### config.mk
export PLATFORM = sky130hd
export DESIGN_NAME = bus_response_router
export DESIGN_NICKNAME = d
export VERILOG_FILES = /design/src/rtl/bus_pkg.sv /design/src/rtl/onehot_check.sv /design/src/rtl/bus_response_router.sv
export SDC_FILE = /design/constraint.sdc
export NUM_CORES = 1
export LEC_CHECK = 0
export CAP_MARGIN = 20
export CORE_MARGIN = 10
export CORE_UTILIZATION = 38
export CTS_CLUSTER_DIAMETER = 200
export DETAILED_ROUTE_END_ITERATION = 10
export PLACE_DENSITY = 0.83
export REMOVE_ABC_BUFFERS = 1
export SETUP_SLACK_MARGIN = 0.3
export SLEW_MARGIN = 20
export SYNTH_ARGS = -nofsm -noshare
export SYNTH_HDL_FRONTEND = slang
export SYNTH_SLANG_ARGS = --single-unit
### constraint.sdc
create_clock -name clk -period 1.77 [get_ports clk]
set_input_delay 0.354 -clock clk [delete_from_list [all_inputs] [get_ports clk]]
set_output_delay 0.354 -clock clk [all_outputs]
set_load 0.03 [all_outputs]
### src/rtl/bus_pkg.sv
// Shared definitions for the CPU data-bus return path: slave indices,
// response-FSM state encoding and the default bus-error read value.
package bus_pkg;

  localparam int unsigned N_SLV = 4;

  localparam logic [1:0] SLV_IMEM = 2'd0;
  localparam logic [1:0] SLV_DMEM = 2'd1;
  localparam logic [1:0] SLV_UART = 2'd2;
  localparam logic [1:0] SLV_GPIO = 2'd3;

  localparam logic [1:0] S_IDLE = 2'd0;
  localparam logic [1:0] S_WAIT = 2'd1;
  localparam logic [1:0] S_RESP = 2'd2;
  localparam logic [1:0] S_ERR  = 2'd3;

  localparam logic [31:0] ERR_RDATA_DEFAULT = 32'hDEAD_BEEF;

endpackage

### src/rtl/onehot_check.sv
// Flags whether the decoder select vector names exactly one slave and, if so,
// which one, so the router can reject unmapped and multiply-decoded addresses.
module onehot_check
  import bus_pkg::*;
(
  input  logic [N_SLV-1:0] vec_i,
  output logic             is_onehot_o,
  output logic [1:0]       index_o
);

  always_comb begin
    // NOTE: every output gets a default before the case so no latch is inferred.
    is_onehot_o = 1'b0;
    index_o     = SLV_IMEM;
    case (vec_i)
      4'b0001: begin is_onehot_o = 1'b1; index_o = SLV_IMEM; end
      4'b0010: begin is_onehot_o = 1'b1; index_o = SLV_DMEM; end
      4'b0100: begin is_onehot_o = 1'b1; index_o = SLV_UART; end
      4'b1000: begin is_onehot_o = 1'b1; index_o = SLV_GPIO; end
      default: begin is_onehot_o = 1'b0; index_o = SLV_IMEM; end
    endcase
  end

endmodule

### src/rtl/bus_response_router.sv
// Tracks the single outstanding CPU bus transaction: strobes the decoded slave,
// waits for its ready (with a hang timeout) and returns data or a bus error.
module bus_response_router
  import bus_pkg::*;
#(
  parameter int unsigned TIMEOUT_CYCLES = 16,
  parameter logic [31:0] ERR_RDATA      = ERR_RDATA_DEFAULT
) (
  input  logic                clk,
  input  logic                rst_n,
  input  logic                cpu_req,
  input  logic                cpu_we,
  input  logic [N_SLV-1:0]    sel_vec,
  input  logic [N_SLV-1:0]    slv_ready,
  input  logic [N_SLV*32-1:0] slv_rdata,
  output logic [N_SLV-1:0]    slv_req,
  output logic                slv_we,
  output logic [31:0]         cpu_rdata,
  output logic                cpu_ack,
  output logic                cpu_err,
  output logic                busy
);

  localparam int unsigned TW = $clog2(TIMEOUT_CYCLES);
  localparam logic [TW-1:0] TIMER_LAST = TW'(TIMEOUT_CYCLES - 1);

  logic [1:0]       state_q, state_d;
  logic [N_SLV-1:0] sel_q, sel_d;
  logic             we_q, we_d;
  logic [1:0]       idx_q, idx_d;
  logic [TW-1:0]    timer_q, timer_d;
  logic [31:0]      rdata_q, rdata_d;

  logic             sel_onehot;
  logic [1:0]       sel_index;

  onehot_check u_onehot_check (
    .vec_i       (sel_vec),
    .is_onehot_o (sel_onehot),
    .index_o     (sel_index)
  );

  always_comb begin
    state_d = state_q;
    sel_d   = sel_q;
    we_d    = we_q;
    idx_d   = idx_q;
    timer_d = timer_q;
    rdata_d = rdata_q;
    case (state_q)
      S_IDLE: begin
        if (cpu_req) begin
          if (sel_onehot) begin
            sel_d   = sel_vec;
            we_d    = cpu_we;
            idx_d   = sel_index;
            timer_d = '0;
            state_d = S_WAIT;
          end else begin
            state_d = S_ERR;
          end
        end
      end
      S_WAIT: begin
        // Ready is checked before the timeout so a last-cycle ready still completes.
        if (|(slv_ready & sel_q)) begin
          rdata_d = we_q ? 32'h0 : slv_rdata[{idx_q, 5'b0} +: 32];
          state_d = S_RESP;
        end else if (timer_q == TIMER_LAST) begin
          state_d = S_ERR;
        end else begin
          timer_d = timer_q + 1'b1;
        end
      end
      S_RESP:  state_d = S_IDLE;
      S_ERR:   state_d = S_IDLE;
      default: state_d = S_IDLE;
    endcase
  end

  always_ff @(posedge clk or negedge rst_n) begin
    if (!rst_n) begin
      state_q <= S_IDLE;
      sel_q   <= '0;
      we_q    <= 1'b0;
      idx_q   <= SLV_IMEM;
      timer_q <= '0;
      rdata_q <= '0;
    end else begin
      // NOTE: non-blocking assignments so every register updates from pre-edge values.
      state_q <= state_d;
      sel_q   <= sel_d;
      we_q    <= we_d;
      idx_q   <= idx_d;
      timer_q <= timer_d;
      rdata_q <= rdata_d;
    end
  end

  // Outputs are decoded from registered state only, so they are glitch-free.
  assign slv_req   = (state_q == S_WAIT) ? sel_q : '0;
  assign slv_we    = (state_q == S_WAIT) && we_q;
  assign cpu_ack   = (state_q == S_RESP) || (state_q == S_ERR);
  assign cpu_err   = (state_q == S_ERR);
  assign busy      = (state_q != S_IDLE);
  assign cpu_rdata = (state_q == S_RESP) ? rdata_q :
                     (state_q == S_ERR)  ? ERR_RDATA : 32'h0;

endmodule
==> results.rst <==
.. list-table::
   :header-rows: 1

   * - Metric
     - Value
   * - Yosys warns
     - 0
   * - Count of pins on the block boundary
     - 180
   * - Share of synthesized area spent on multiplexers
     - 26.9%
   * - Unrepaired setup endpoints after global routing
     - yes
   * - CP Data Arrival Time
     - 1490 ps
   * - End of the worst register-to-register path
     - rdata_q[28]$_DFFE_PN0P_
   * - Synthesized area divided by synthesized cell count
     - 11.8 µm²
   * - Crit path launch type
     - register
   * - Mapped Area
     - 0.00299 mm²
   * - Start of the worst register-to-register path
     - state_q[1]$_DFFE_PN0P_
   * - Status
     - finished with violations
   * - Least-Margin Pin Slew
     - 605 ps
   * - Switching power
     - 4.33 mW
   * - Antenna Nets Post-Route
     - 0
   * - Commonest cells after routing, fill and taps aside
     - 134 x sky130_fd_sc_hd__clkdlybuf4s50_1, 52 x sky130_fd_sc_hd__buf_6, 42 x sky130_fd_sc_hd__dfrtp_1, 32 x sky130_fd_sc_hd__mux4_2, 30 x sky130_fd_sc_hd__nand2_4
   * - Vias per std cell
     - 5.74
   * - Iteration-0 DRC Markers
     - 141
   * - Post-CTS clock slew at the launch and capture registers of the worst setup and hold paths
     - 100 ps
   * - Reg2reg setup slack
     - -40 ps
   * - Insertion delay of the later-clocked pin in the worst-skew pair
     - 320 ps
   * - Initial core utilization
     - 38.9%
   * - Layout filler cell count
     - 407
   * - Number of synthesized flops with an enable pin
     - 0
   * - Setup ws final
     - -70.3 ps
   * - Total of flip-flops plus latches after synthesis
     - 45
   * - CP required
     - 1420 ps
   * - Post-Route Hold Slack
     - 31.7 ps
   * - Synth Area in XOR/XNOR
     - 0.878%
   * - Per-cell routed wire length
     - 26.4 µm
   * - Final Max Tran Viols
     - 0
   * - Die width
     - 109 µm
   * - Logic gate share of total power
     - 72.2%
   * - Count of cell types in the netlist
     - 34
   * - Worst rel slew slack
     - 59.6%
   * - Commonest register cell after synthesis
     - sky130_fd_sc_hd__dfrtp_1
   * - Final Cycle Share
     - 104%
   * - Most common cell after layout, fill and taps aside
     - sky130_fd_sc_hd__clkdlybuf4s50_1
   * - DRC violation count after routing
     - 0
   * - Critical path peak fanout
     - 8
   * - Area taken by flip-flops and latches
     - 0.00113 mm²
   * - Cell at the root of the clock tree
     - sky130_fd_sc_hd__clkbuf_8
   * - Post-synthesis to final-layout area growth
     - 113%
   * - Peak VDD IR
     - 0.999 mV
   * - Antenna violations before repair
     - 0
   * - Setup violations, final
     - 19
   * - Inserted Diodes
     - 0
   * - Clock buffers created by TritonCTS
     - 5
   * - HPWL Detailed
     - 8880 µm
   * - Max-cap check violation count
     - 0
   * - Hold Fails Final Rpt
     - 0
   * - Ratio of cells with drive above 1 in the final layout
     - 50.1%
   * - Proportion of netlist area held by the largest area contributor
     - 37.6%
   * - Leak pwr
     - 2.67 nW
   * - Violated checks
     - negative setup slack
   * - GRT Util Overall
     - 20.4%
   * - Endpoint class of the critical path
     - primary output
   * - Post-layout net count
     - 611
   * - Post-synthesis share of cell area spent on full adders, half adders and majority gates
     - 0.418%
   * - Combinational family with the most area after synthesis
     - multiplexers
   * - Number of search-and-repair iterations in the first detailed-routing pass
     - 4
   * - Syn Inst Count
     - 253
   * - Buffers added on ports
     - 179
   * - Simple logic cell fraction of the synthesized area
     - 9.91%
   * - Clock power frac
     - 8.2%
   * - TritonCTS clock tree
     - yes
   * - Area of the core
     - 0.00769 mm²
   * - Int Pwr
     - 5.64 mW
   * - Dpl cell area
     - 0.00493 mm²
   * - Portion of the post-synthesis area used by sequential elements
     - 37.6%
   * - Number of standard-cell rows in the floorplan
     - 32
   * - Most area-hungry cell type in the Yosys netlist
     - sky130_fd_sc_hd__dfrtp_1
   * - H-tree lvl count
     - 2
   * - Total clock sinks
     - 45
   * - Via count
     - 3,287
   * - Maximum number of pins on one net before global-route repair
     - 24
   * - Die area
     - 0.0118 mm²
   * - Area used by multi-input combinational logic
     - 0.00241 mm²
   * - Classification of the worst-slack hold path
     - in2async
   * - P per Cell Area
     - 1560 mW/mm²
   * - F_max
     - 0.543 GHz
   * - Part of the power in registers
     - 19.6%
   * - Vias in the first global route
     - 3,480
   * - Final Cell Area
     - 0.00638 mm²
   * - First-pass GRT wire length
     - 19,000 µm
   * - Synthesized-area fraction occupied by ao, oa, aoi and oai cells
     - 20.0%
   * - Async S/R FF share, synth
     - 100%
   * - Die Y
     - 109 µm
   * - Number of buffers between clock root and the deepest sink
     - 2
   * - Clock period minus worst slack
     - 1840 ps
   * - Aggregate routed wire length
     - 15,100 µm
   * - Classification of the worst setup path
     - reg2out
   * - Total congestion overflow after global routing
     - 0
   * - Switching share of power
     - 43.5%
   * - Global placer's final weighted congestion
     - 0.894
   * - Final setup skew
     - 14.5 ps
   * - Leading post-synthesis cells by cell area
     - sky130_fd_sc_hd__dfrtp_1 38%, sky130_fd_sc_hd__mux4_2 24%, sky130_fd_sc_hd__o2bb2ai_1 9.4%
   * - Number of cells traversed by the worst register-to-register path
     - 8
[timing repair]
action / in CTS / in global routing
hold buffers: 0 / 0
endpoints found under the setup margin: 84 / 82
setup buffers: 11 / 10
gates cloned: 5 / 3
pin swaps: 13 / 64
resized for setup: 62 / 168
[routing by layer]
metal	routed length [µm]	vias to the layer above	GRT usage [%]
li1	-	1408	-
met1	5670	1688	24.2
met2	8020	168	35.6
met5	0	-	0
met3	1180	23	6.31
met4	274	0	4.61
[how the worst max path moves through the flow]
stage | start | endpoint | slack, ps | depth (start not counted)
3_5_place_dp | sel_vec[3] | sel_q[1]$_DFFE_PN0P_ | -340 | 5
3_3_place_gp | sel_vec[2] | we_q$_DFFE_PN0P_ | -280 | 5
4_1_cts | state_q[0]$_DFFE_PN0P_ | cpu_rdata[20] | 30 | 4
2_1_floorplan | idx_q[0]$_DFFE_PN0P_ | rdata_q[0]$_DFFE_PN0P_ | -540 | 3
6_report | state_q[0]$_DFFE_PN0P_ | cpu_rdata[4] | -70 | 4
5_1_grt | state_q[0]$_DFFE_PN0P_ | cpu_rdata[4] | -120 | 4
[cell families (layout without fill, tap and decap cells)]
family          count (synthesis)  in the layout
fa+ha+maj                       1              1
mux                            38             38
flops                          45             45
simple gates                   63             64
compound gates                 74             74
xor+xnor                        3              3
buf+inv                        29            246
[through the flow]
stage               power, mW  setup WS (ps)  cells  setup TNS (ps)  utilization (%)
floorplan                4.37           -541    226          -20660                -
global placement         6.10           -276    536           -2530             64.2
detailed placement       6.20           -336    536           -4980             64.2
CTS                      7.83           26.9    560               0             71.1
global route             10.4           -120    573           -1480             83.0
finish                   9.97          -70.3    573            -578             83.0
[cells in the mapped netlist (all sizes together) (2+ instances only)]
| cell | count |
|---|---|
| dfrtp | 45 |
| nand2 | 34 |
| mux4 | 32 |
| o2bb2ai | 32 |
| o21a | 24 |
| clkbuf | 16 |
| and2 | 15 |
| buf | 11 |
| o21ai | 6 |
| mux2 | 5 |
| nor2 | 4 |
| a22oi | 3 |
| nand3 | 3 |
| a31o | 2 |
| inv | 2 |
| nand2b | 2 |
| nor2b | 2 |
| o211ai | 2 |
| xor2 | 2 |
[critical path, cell delays in order (launching register included)]
cell	delay (ps)
sky130_fd_sc_hd__dfrtp_2	460
sky130_fd_sc_hd__buf_12	150
sky130_fd_sc_hd__nor2b_4	220
sky130_fd_sc_hd__and2_1	200
sky130_fd_sc_hd__buf_6	140
[flip-flops by register name, indices dropped and copies added, names as in the netlist]
register / count
we_q: 1
state_q: 2
sel_q: 4
timer_q: 4
rdata_q: 32
idx_q: 2
[power groups by stage]
stage               clock, mW  combinational (mW)  sequential (mW)
floorplan                   0                2.34             2.03
global placement            0                4.33             1.77
global route            0.859                7.51             1.99
finish                  0.818                7.20             1.95
detailed placement          0                4.41             1.79
CTS                     0.802                5.24             1.79
[area by class of cell]
type | count | area share, %
well taps | 102 | 2.00
clock buffers | 6 | 1.14
inverters | 2 | 0.118
clock inverters | 2 | 0.608
repair buffers | 236 | 40.6
flip-flops and latches | 45 | 17.7
multi-input cells | 180 | 37.8
Power figures use the tool's default switching activity.
